[src/rtl/enc_pkg.sv]
// enc_pkg: shared widths, FSM state type and one-hot helper for the
// event_encoder_8to3 block and its bench.
package enc_pkg;

    localparam int EV_W   = 8;
    localparam int CODE_W = 3;

    typedef enum logic {
        IDLE    = 1'b0,
        PRESENT = 1'b1
    } state_t;

    // One-hot vector for an event index.
    function automatic logic [EV_W-1:0] onehot_of(input logic [CODE_W-1:0] c);
        return EV_W'(1) << c;
    endfunction

endpackage

[src/rtl/prio_pick8.sv]
// prio_pick8: combinational 8-input priority picker.
//   vec  - candidate event bits
//   code - index of the winning bit (0 when any = 0)
//   any  - at least one bit of vec is set
// LOW_FIRST = 1 picks the lowest set index, 0 picks the highest.
module prio_pick8
    import enc_pkg::*;
#(
    parameter bit LOW_FIRST = 1'b1
) (
    input  logic [EV_W-1:0]   vec,
    output logic [CODE_W-1:0] code,
    output logic              any
);

    always_comb begin
        code = '0;
        any  = |vec;
        if (LOW_FIRST) begin
            // Scan downward so the last hit, the lowest index, wins.
            for (int i = EV_W - 1; i >= 0; i--) begin
                if (vec[i]) code = CODE_W'(i);
            end
        end else begin
            for (int i = 0; i < EV_W; i++) begin
                if (vec[i]) code = CODE_W'(i);
            end
        end
    end

endmodule

[src/rtl/event_encoder_8to3.sv]
// event_encoder_8to3: sequential 8-to-3 encoder.
// Captures event pulses into a sticky pending register and presents them
// one at a time as index + one-hot under a valid/ready handshake.
//   clk, rst_n - clock, async active-low reset
//   en         - capture enable for req
//   req        - event pulses, bit k = event k
//   code       - index of the presented event
//   onehot     - one-hot of code, zero when valid = 0
//   valid      - an event is presented
//   ready      - consumer accepts on valid & ready
//   pend_cnt   - registered count of pending bits (includes presented bit)
//   overrun    - one-cycle pulse: captured req hit an already pending bit
module event_encoder_8to3
    import enc_pkg::*;
#(
    parameter bit LOW_FIRST = 1'b1
) (
    input  logic              clk,
    input  logic              rst_n,
    input  logic              en,
    input  logic [EV_W-1:0]   req,
    output logic [CODE_W-1:0] code,
    output logic [EV_W-1:0]   onehot,
    output logic              valid,
    input  logic              ready,
    output logic [3:0]        pend_cnt,
    output logic              overrun
);

    state_t              state, state_nxt;
    logic [EV_W-1:0]     pending, pend_nxt;
    logic [EV_W-1:0]     cap, clr, remain;
    logic [CODE_W-1:0]   pick_code, code_nxt;
    logic [EV_W-1:0]     onehot_nxt;
    logic                pick_any;
    logic [3:0]          cnt_nxt;
    logic                accept;

    assign valid  = (state == PRESENT);
    assign accept = valid & ready;
    assign cap    = en ? req : '0;
    assign clr    = accept ? onehot : '0;
    // Candidates for the next presentation: registered pending minus the
    // bit retired this cycle. Same-cycle req is never considered.
    assign remain   = pending & ~clr;
    // Set wins over clear so a re-fired accepted event is not lost.
    assign pend_nxt = remain | cap;

    prio_pick8 #(.LOW_FIRST(LOW_FIRST)) u_pick (
        .vec  (remain),
        .code (pick_code),
        .any  (pick_any)
    );

    always_comb begin
        cnt_nxt = '0;
        for (int i = 0; i < EV_W; i++) begin
            cnt_nxt = cnt_nxt + 4'(pend_nxt[i]);
        end
    end

    always_comb begin
        state_nxt  = state;
        code_nxt   = code;
        onehot_nxt = onehot;
        case (state)
            IDLE: begin
                if (pick_any) begin
                    code_nxt   = pick_code;
                    onehot_nxt = onehot_of(pick_code);
                    state_nxt  = PRESENT;
                end
            end
            PRESENT: begin
                // Presented event holds until accepted; no preemption.
                if (ready) begin
                    if (pick_any) begin
                        code_nxt   = pick_code;
                        onehot_nxt = onehot_of(pick_code);
                    end else begin
                        onehot_nxt = '0;
                        state_nxt  = IDLE;
                    end
                end
            end
            default: begin
                onehot_nxt = '0;
                state_nxt  = IDLE;
            end
        endcase
    end

    always_ff @(posedge clk or negedge rst_n) begin
        if (!rst_n) begin
            state    <= IDLE;
            pending  <= '0;
            code     <= '0;
            onehot   <= '0;
            pend_cnt <= '0;
            overrun  <= 1'b0;
        end else begin
            state    <= state_nxt;
            pending  <= pend_nxt;
            code     <= code_nxt;
            onehot   <= onehot_nxt;
            pend_cnt <= cnt_nxt;
            overrun  <= |(cap & remain);
        end
    end

endmodule

[config.mk]
export PLATFORM = sky130hd
export DESIGN_NAME = event_encoder_8to3
export DESIGN_NICKNAME = d
export VERILOG_FILES = /design/src/rtl/enc_pkg.sv /design/src/rtl/prio_pick8.sv /design/src/rtl/event_encoder_8to3.sv
export SDC_FILE = /design/constraint.sdc
export NUM_CORES = 1
export LEC_CHECK = 0
export CAP_MARGIN = 5
export CORE_UTILIZATION = 50
export DETAILED_ROUTE_END_ITERATION = 6
export PLACE_DENSITY_LB_ADDON = 0.12
export RECOVER_POWER = 25
export SETUP_SLACK_MARGIN = 0.1
export SYNTH_ARGS = -nofsm -noshare
export SYNTH_HDL_FRONTEND = slang
export SYNTH_HIERARCHICAL = 1
export SYNTH_SLANG_ARGS = --single-unit
[constraint.sdc]
create_clock -name clk -period 5.6 [get_ports clk]
set_input_delay 1.68 -clock clk [delete_from_list [all_inputs] [get_ports clk]]
set_output_delay 1.68 -clock clk [all_outputs]
set_load 0.02 [all_outputs]
# Word-level counts from Yosys, hierarchy flattened
# Index checks and enable logic that the tools add are counted.
# totals
register_bits	25
in_bits	12
output_inout_bits	17
word_cells	45
# classes
addsub	7
eq_ne	2
shifts	1
muxes	20
bitwise	6
reduce_logical	3
# op_table
op	count
$mux 8	5
$mux 3	10
$add 4x1->4	4
$and 8x8->8	2
$pmux 8 s2	1
$reduce_or 8->1	2
$not 8->8	1
$or 8x8->8	1
$shl 1x3->8 const A	1
$pmux 3 s2	1
$add 3x1->4	1
$ne 2x2->1 const B	2
$add 2x1->3	1
$add 1x1->2	1
$mux 1	2
$pmux 1 s2	1
$reduce_and 2->1	1
$and 1x1->1	1
$not 1->1	1

# Longest topological paths before layout
# Gate-level depths: netlist (run 1).
# depth
ltp_word	16
ltp_mapped	13

# Hierarchy
# Netlist (run 1), hierarchy kept.
# by_module_without_submodules
module	n_inst	cells_each	area_each_um2
event_encoder_8to3	1	114	1248.7
prio_pick8	1	13	81.3

# Worst setup path before layout (run 1)
# Ideal clock, no wire load.
# synth_timing
path_kind	input port to flip-flop
start	input en
end	register pend_cnt[2]
setup_ns	0.123
t_arrival_ns	4.558
required_time_ns	5.477
setup_slack_ns	0.920
cell_stages	12
path_cell_list	clkbuf_1 > clkbuf_1 > a21o_1 > inv_1 > fa_1 > fa_1 > fa_1 > inv_1 > ha_1 > inv_1 > fa_1 > xnor2_1
# synth_via
elab_chain_cells	9
# synth_rtl
element	line_no	rtl
from (decl)	event_encoder_8to3.sv:20	input logic en,
$mux 8	event_encoder_8to3.sv:41	assign cap = en ? req : '0;
$or 8x8->8	event_encoder_8to3.sv:47	assign pend_nxt = remain | cap;
net pend_nxt[0]	event_encoder_8to3.sv:31	logic [EV_W-1:0] pending, pend_nxt;
$add 1x1->2	event_encoder_8to3.sv:58	cnt_nxt = cnt_nxt + 4'(pend_nxt[i]);
$add 2x1->3	event_encoder_8to3.sv:58	
$add 3x1->4	event_encoder_8to3.sv:58	
$add 4x1->4 (4 in series)	event_encoder_8to3.sv:58	
net cnt_nxt[2]	event_encoder_8to3.sv:36	logic [3:0] cnt_nxt;
to (signal assigned)	event_encoder_8to3.sv:106	pend_cnt <= cnt_nxt;
to (decl)	event_encoder_8to3.sv:26	output logic [3:0] pend_cnt,
# The timed path passes the listed nets, and every way through them passes these cells.
# A chain may end at the register's enable or synchronous reset.

# Worst setup path in the final report (run 1)
# layout_timing
start	input ready
end	register pend_cnt[2]
# layout_lines
element	line_no	rtl
from (decl)	event_encoder_8to3.sv:25	input logic ready,
$and 1x1->1	event_encoder_8to3.sv:40	assign accept = valid & ready;
$mux 8	event_encoder_8to3.sv:42	assign clr = accept ? onehot : '0;
$not 8->8	event_encoder_8to3.sv:45	assign remain = pending & ~clr;
$and 8x8->8	event_encoder_8to3.sv:45	
net remain[3]	event_encoder_8to3.sv:32	logic [EV_W-1:0] cap, clr, remain;
$or 8x8->8	event_encoder_8to3.sv:47	
net pend_nxt[3]	event_encoder_8to3.sv:31	
$add 3x1->4	event_encoder_8to3.sv:58	
$add 4x1->4 (4 in series)	event_encoder_8to3.sv:58	
net cnt_nxt[2]	event_encoder_8to3.sv:36	
# The timed path passes the listed nets, and every way through them passes these cells.

==> results of run 1 <==
==> through the flow <==
| stage | cell area [µm²] | total power [mW] | util [%] | std cells |
|---|---|---|---|---|
| 2_1_floorplan | 1330 | 0.498 | - | 127 |
| 3_3_place_gp | 1640 | 0.623 | 65.6 | 184 |
| 3_5_place_dp | 1640 | 0.633 | 65.6 | 184 |
| 4_1_cts | 1670 | 0.717 | 66.7 | 188 |
| 5_1_grt | 1670 | 0.769 | 66.9 | 189 |
| 6_report | 1670 | 0.707 | 66.9 | 189 |
==> worst reg2reg max path, stage by stage, from the launching register on <==
cell and delay [ps]:
sky130_fd_sc_hd__dfrtp_1 440, sky130_fd_sc_hd__and2_4 220, sky130_fd_sc_hd__a21boi_0 440, sky130_fd_sc_hd__a21o_1 160, sky130_fd_sc_hd__inv_1 60, sky130_fd_sc_hd__fa_1 490, sky130_fd_sc_hd__fa_1 440, sky130_fd_sc_hd__fa_1 480
sky130_fd_sc_hd__inv_1 60, sky130_fd_sc_hd__ha_1 160, sky130_fd_sc_hd__inv_1 50, sky130_fd_sc_hd__fa_1 370, sky130_fd_sc_hd__xnor2_1 140
==> placed cells by master, fill, tap and decap left out, types with 3 or more instances in the layout <==
cell type	Yosys	layout
sky130_fd_sc_hd__nand2_1	13	13
sky130_fd_sc_hd__a21o_1	7	7
sky130_fd_sc_hd__clkbuf_4	0	3
sky130_fd_sc_hd__a21boi_0	5	5
sky130_fd_sc_hd__inv_1	15	15
sky130_fd_sc_hd__ha_1	3	3
sky130_fd_sc_hd__fa_1	4	4
sky130_fd_sc_hd__o31ai_1	3	3
sky130_fd_sc_hd__dfrtp_1	25	25
sky130_fd_sc_hd__nand3_1	5	5
sky130_fd_sc_hd__nand2b_1	3	3
sky130_fd_sc_hd__o21ai_0	4	4
sky130_fd_sc_hd__clkdlybuf4s50_1	0	27
sky130_fd_sc_hd__and2_1	3	3
sky130_fd_sc_hd__a21oi_1	7	7
sky130_fd_sc_hd__nor2_1	5	5
==> power by group <==
group / leakage, nW / total (mW) / switching, mW / internal, mW
sequential: 0.289 / 0.257 / 0.0258 / 0.232
combinational: 0.429 / 0.370 / 0.195 / 0.175
clock: 0.0177 / 0.0797 / 0.0529 / 0.0268
total: 0.736 / 0.707 / 0.274 / 0.433
==> final cells by class <==
cell class,count,share of cell area [%]
multi-input cells,84,37.4
well taps,30,2.25
repair buffers,31,17.9
clock inverters,1,0.299
clock buffers,3,1.35
inverters,15,3.37
flip-flops and latches,25,37.4
==> worst paths after layout <==
| path | start | end | cells past startpoint |
|---|---|---|---|
| max in group asynchronous | rst_n | pend_cnt[2] | 2 |
| min reg2reg | code[2] | code[2] | 2 |
| max | ready | pend_cnt[2] | 13 |
| min | code[2] | code[2] | 2 |
| min in group asynchronous | rst_n | onehot[7] | 1 |
| max reg2reg | valid | pend_cnt[2] | 12 |
==> registers in the layout (all words and copies together), names as in the netlist <==
register  cells
pend_cnt      4
code          3
overrun       1
pending       8
onehot        8
valid         1
==> layer usage <==
layer  track usage (%)  up-vias  wire length (µm)
met3              3.39        7                96
li1                  -      501                 -
met4              8.77        0                45
met5                 0        -                 0
met1              29.8      491              1280
met2              34.8       24              1260
==> cells by family (layout without fill, tap and decap cells) <==
group,Yosys count,after routing
and+or+nand+nor,38,38
AOI/OAI and AO/OA,36,36
DFF,25,25
muxes,2,2
buffers and inverters,18,50
xor gates and xnor gates,1,1
adders and majority gates,7,7
==> results.txt, run 1 <==
----------------------------------------------------
[Global route]
  Global-route wire length before repair ... 4340 µm
  Total congestion overflow after global routing ... 0
  Largest net degree at the start of global routing ... 26
  Number of global-route vias before repair ... 1,009
  Initial antenna violation count ... 0
  GRT Resource Usage Total ... 21.8%

[Cells and area]
  P&R area growth vs syn ... 25.7%
  Number of nets in the finished design ... 179
  Combined area of the multi-input logic cells ... 626 µm²
  Diode insertion count for antenna repair ... 0
  Area occupied by registers ... 626 µm²
  Fraction of layout instances using a drive strength above 1 ... 8.81%
  Layout fillers ... 225

[CTS]
  Clock transition at the register clock pins on the worst setup and hold paths after CTS ... 130 ps
  Max H-tree Level ... 1
  Number of gates resized after cts ... 0
  Number of buffers inserted for hold repair after clock tree synthesis ... 0
  Clock tree buffer depth ... 2
  Clock net sink count ... 25
  Number of setup buffers added after CTS ... 0
  Cell at the root of the clock tree ... sky130_fd_sc_hd__clkbuf_4
  Number of clock buffers inserted by TritonCTS ... 3
  CTS tree ... done
  Worst skew pair latency ... 320 ps

[Synthesis]
  Synthesis-stage register bit count ... 25
  Primary flip-flop cell chosen by synthesis mapping ... sky130_fd_sc_hd__dfrtp_1
  Main combinational cell family by area after synthesis ... compound AO/OA/AOI/OAI gates
  Multiplexer share of the synthesized area ... under 10%
  Post-synthesis sequential area ratio ... 47.0%
  EDFF count, synth ... 0
  Dominant cells by area after synthesis ... sky130_fd_sc_hd__dfrtp_1 47%, sky130_fd_sc_hd__fa_1 6.0%, sky130_fd_sc_hd__inv_1 4.2%
  FFs w/ async S/R, synth ... 100%
  Post-Synth Simple-Gate Area ... 15.0%
  Cell with the most instances after synthesis ... sky130_fd_sc_hd__dfrtp_1
  Yosys warning total ... 6
  Adder-cell share of the synthesized area ... 8.84%
  Mapped Nets ... between 100 and 150
  Top cells by count, synth ... 25 x sky130_fd_sc_hd__dfrtp_1, 15 x sky130_fd_sc_hd__inv_1, 13 x sky130_fd_sc_hd__nand2_1, 7 x sky130_fd_sc_hd__a21o_1, 7 x sky130_fd_sc_hd__a21oi_1
  Number of distinct standard cells referenced by the synthesized netlist ... 34
  Share of the synthesized netlist area taken by xor and xnor gates ... 0.659%
  Synthesized cell area ... ~1300 µm²
  Cell type contributing the most total cell area after synthesis ... sky130_fd_sc_hd__dfrtp_1
  Proportion of netlist area held by the largest area contributor ... 47.0%
  Complex-gate fraction of the synthesized area ... 20.9%
  Instance count of the mapped netlist ... 127
  Average cell area after synthesis ... 10.5 µm²

[Timing]
  Post-route setup slack ... around 700 ps
  Sum of negative setup slack ... 0 ps
  Unrepaired setup endpoints after global routing ... no
  Clk_skew ... 1.18 ps
  Worst-margin pin slew ... 1160 ps
  Relative max-transition margin ... a little over a fifth
  Max Transition Viols Final ... 0
  Final clock period utilization by the worst path ... 87.7%
  Hold Slack ... 489 ps
  Final hold vios ... 0
  Finish-stage setup viols ... 0
  Max Fclk ... between 200 and 250 MHz
  Period minus WS final ... 4910 ps

[Placed design]
  HPWL after detailed placement ... 2080 µm
  Final weighted congestion in routability-driven placement ... 0.846
  Setup WS pre-CTS ... 353 ps
  Number of buffers added on ports ... 28

[Worst setup path]
  Top Family by Delay on Critical Path ... adder cells
  Series of cell instances along the critical path ... clkdlybuf4s50_1 > and2_4 > a21boi_0 > a21o_1 > inv_1 > fa_1 > fa_1 > fa_1 > inv_1 > ha_1 > inv_1 > fa_1 > xnor2_1
  Worst Path Buf+Inv ... 4
  Critical Path Max Stage Delay ... 490 ps
  Data arrival time of the critical path ... 5130 ps
  Data required time at the worst endpoint ... 5820 ps
  Critical path launch point type ... input port
  Flop-to-flop setup slack ... 2000 ps
  Critical Path Most Common Cell ... sky130_fd_sc_hd__fa_1
  Type of the setup path with the least slack ... in -> reg
  Type of destination of the critical path ... register
  Crit-path slowest cell ... sky130_fd_sc_hd__fa_1
  Biggest fanout along the worst timing path ... 12

[Job]
  Max-cap violation count ... 0

[Route]
  Avg WL per Cell ... 14.2 µm
  Number of DRC violations after detailed routing ... 0
  Detailed Route Iter0 Violations ... 10
  Count of TritonRoute iterations in the first routing pass ... 4
  Final routed wirelength across all metal layers ... ~2700 µm
  Antenna-violating nets left ... 0
  Via density per instance ... 5.41
  Overall via count from detail_route ... a little over 1,000

[Die]
  Starting density of the core ... between 50% and 60%
  Core Rows ... 18
  Placeable core area ... 2500 µm²
  Die Outline Area ... 2870 µm²
  Die width ... 53.6 µm
  Die span in y ... 53.6 µm
  Number of top-level pins ... 29

[Hold path]
  HP Class ... reg -> reg

[Pwr]
  Worst voltage drop across the vdd grid ... 0.343 mV
  Pleak ... approximately 0.74 nW
  Total power divided by cell area ... 423 nW/µm²

[Outcome]
  Status ... finished, final reports clean

----------------------------------------------------
(Power assumes the default switching activity.)
==> run 2: changes to the inputs <==
- ABC_CLOCK_PERIOD_IN_PS: not set -> 5600
==> results of run 2 <==
No change in the layout: final DEF, timing and power equal those of run 1.
==> run 3: changes to the inputs <==
- ABC_CLOCK_PERIOD_IN_PS: 5600 -> 4000
- DONT_BUFFER_PORTS: not set -> 1
- clock period: 5.6 -> 4 ns (I/O delays scaled with it)
==> run 3 against run 2 <==
Critical path depth decreased by 1. Via count is 7.4% lower. Global-route usage shrank 0.10 points. Die area unchanged. Core utilization fell by 7.4 points. First-iteration DRC count is 10% higher. Register-to-register slack worse by 1500 ps. Critical endpoint unchanged. Power grew 36%.
==> results.txt, run 3 (synthesis results as in run 1) <==
----------------------------------------------------
[CTS]
  CTS tree ... done
  Number of clock buffers inserted by TritonCTS ... 3 (unchanged)
  Clock net sink count ... 25 (unchanged)
  Cell at the root of the clock tree ... sky130_fd_sc_hd__clkbuf_4
  Clock transition at the register clock pins on the worst setup and hold paths after CTS ... 140 ps (about the same)
  Clock tree buffer depth ... 2 (unchanged)
  Number of buffers inserted for hold repair after clock tree synthesis ... 0 (unchanged)
  Max H-tree Level ... 1 (unchanged)
  Worst skew pair latency ... 320 ps (about the same)

[Placed design]
  HPWL after detailed placement ... 2020 µm (-2.9%)
  Number of buffers added on ports ... 0 (-100%)
  Setup WS pre-CTS ... -97.8 ps (-450 ps)
  Final weighted congestion in routability-driven placement ... 0.824 (-2.6%)

[Cells and area]
  Commonest non-fill, non-tap cell in the layout ... sky130_fd_sc_hd__dfrtp_1
  Diode insertion count for antenna repair ... 0 (unchanged)
  Area occupied by registers ... 626 µm² (unchanged)
  Fraction of layout instances using a drive strength above 1 ... 20.0% (+11 points)
  Number of nets in the finished design ... 160 (-11%)
  Largest registers ... onehot x8, pending x8, pend_cnt x4
  Combined area of the multi-input logic cells ... 649 µm² (+3.8%)
  Highest-count cells in the layout ignoring fill and taps ... 25 x sky130_fd_sc_hd__dfrtp_1, 15 x sky130_fd_sc_hd__inv_1, 13 x sky130_fd_sc_hd__nand2_1
  P&R area growth vs syn ... 11.8%
  Share of the core filled with cells ... 59.5% (-7.4 points)
  Layout fillers ... 218 (-3.1%)

[Worst setup path]
  Crit-path slowest cell ... sky130_fd_sc_hd__fa_1
  Type of the setup path with the least slack ... in -> reg
  Type of destination of the critical path ... register
  Depth of the worst register-to-register path ... 12 (unchanged)
  Series of cell instances along the critical path ... and2_4 > a21boi_2 > a21o_1 > inv_1 > fa_1 > fa_1 > fa_1 > inv_1 > ha_4 > inv_1 > fa_1 > xnor2_1
  Worst Path Buf+Inv ... 3 (-1)
  Top Family by Delay on Critical Path ... adder cells
  Critical Path Max Stage Delay ... 570 ps (+80 ps)
  Critical path launch point type ... input port
  Data arrival time of the critical path ... 3960 ps (-1170 ps)
  Biggest fanout along the worst timing path ... 7 (-5)
  Critical Path Most Common Cell ... sky130_fd_sc_hd__fa_1
  Data required time at the worst endpoint ... 4210 ps (-1610 ps)
  Total number of cells along the worst setup path ... 12 (-1)

[Pwr]
  Total power divided by cell area ... 645 nW/µm² (+53%)
  Worst voltage drop across the vdd grid ... 0.446 mV (+30%)
  Pleak ... 0.676 nW (-8.2%)

[Die]
  Placeable core area ... 2500 µm² (unchanged)
  Number of top-level pins ... 29 (unchanged)
  Core Rows ... 18 (unchanged)
  Die width ... 53.6 µm (unchanged)
  Die Outline Area ... 2870 µm² (unchanged)
  Die span in y ... 53.6 µm (unchanged)
  Starting density of the core ... 53.2% (unchanged)

[Route]
  Highest metal used ... met4
  Via density per instance ... 5.57 (+2.9%)
  Antenna-violating nets left ... 0 (unchanged)
  Length of routed wiring on met1 ... 1280 µm (-0.47%)
  Length of routed met2 wiring ... 1230 µm (-2.3%)
  Final routed wirelength across all metal layers ... 2670 µm (-0.60%)
  Count of TritonRoute iterations in the first routing pass ... 4 (unchanged)
  Avg WL per Cell ... 15.7 µm (+11%)
  Overall via count from detail_route ... 947 (-7.4%)
  Number of DRC violations after detailed routing ... 0 (unchanged)
  Met3 layer wire length in the routed design ... 146 µm (+52%)
  Detailed Route Iter0 Violations ... 11 (+1)

[Job]
  Max-cap violation count ... 0 (unchanged)

[Timing]
  Final clock period utilization by the worst path ... 93.7%
  Max Transition Viols Final ... 0 (unchanged)
  Clk_skew ... 10.5 ps (+9.34 ps)
  Finish-stage setup viols ... 0 (unchanged)
  Final hold vios ... 0 (unchanged)
  Worst-margin pin slew ... 786 ps (-379 ps)
  Relative max-transition margin ... 47.1% (+26 points)
  Period minus WS final ... 3750 ps
  Max Fclk ... 267 MHz
  Hold Slack ... 548 ps (+59.4 ps)
  Post-route setup slack ... 253 ps (-435 ps)
  Unrepaired setup endpoints after global routing ... no

[Global route]
  Largest net degree at the start of global routing ... 26 (unchanged)
  Global-route wire length before repair ... 4340 µm (unchanged)
  Number of global-route vias before repair ... 955 (-5.4%)
  GRT Resource Usage Total ... 21.7% (-0.10 points)
  Initial antenna violation count ... 0 (unchanged)
  Total congestion overflow after global routing ... 0 (unchanged)

[Outcome]
  Status ... finished, final reports clean

[Hold path]
  HP Class ... in -> async

----------------------------------------------------
==> run 3: per-stage QoR <==
stage	power (mW)	area, µm²	instances	setup TNS (ps)
2_1_floorplan	0.706	1350	127	-96.2
3_3_place_gp	0.799	1420	162	-34.6
3_5_place_dp	0.809	1420	162	-190
4_1_cts	0.925	1440	166	0
5_1_grt	1.06	1490	170	0
6_report	0.959	1490	170	0
==> run 3: power breakdown <==
group | internal [mW] | total, mW | leakage, nW | switching [mW]
Combinational | 0.212 | 0.413 | 0.369 | 0.201
Clock | 0.0374 | 0.114 | 0.0177 | 0.0765
Sequential | 0.324 | 0.433 | 0.289 | 0.108
Total | 0.574 | 0.959 | 0.676 | 0.386
==> run 3: worst paths after layout <==
check                           slack [ps]          end       start
worst max-delay path                   250  pend_cnt[2]       ready
worst min-delay path                   550    onehot[7]       rst_n
worst max register to register         540  pend_cnt[2]       valid
worst min register to register         580      overrun  pending[2]
max in group asynchronous             3370  pend_cnt[0]       rst_n
min in group clk                       580      overrun  pending[2]
==> run 3: timing repair <==
| action | in CTS | in global routing |
|---|---|---|
| resized for setup | 0 | 2 |
| buffers inserted | 0 | 4 |
| setup endpoints to repair | 0 | 2 |
==> run 3: layout make-up <==
cell class	count	share of cell area [%]
clock inverter	1	0.337
timing repair buffer	12	6.06
sequential	25	42.1
clock buffer	3	1.52
tap	30	2.53
multi-input combinational	84	43.7
inverter	15	3.79
==> run 3: layer usage <==
layer	vias to the layer above	global-route usage [%]
met1	455	31.2
li1	462	-
met3	2	4.24
met2	28	32.5
met4	0	7.89
met5	-	0
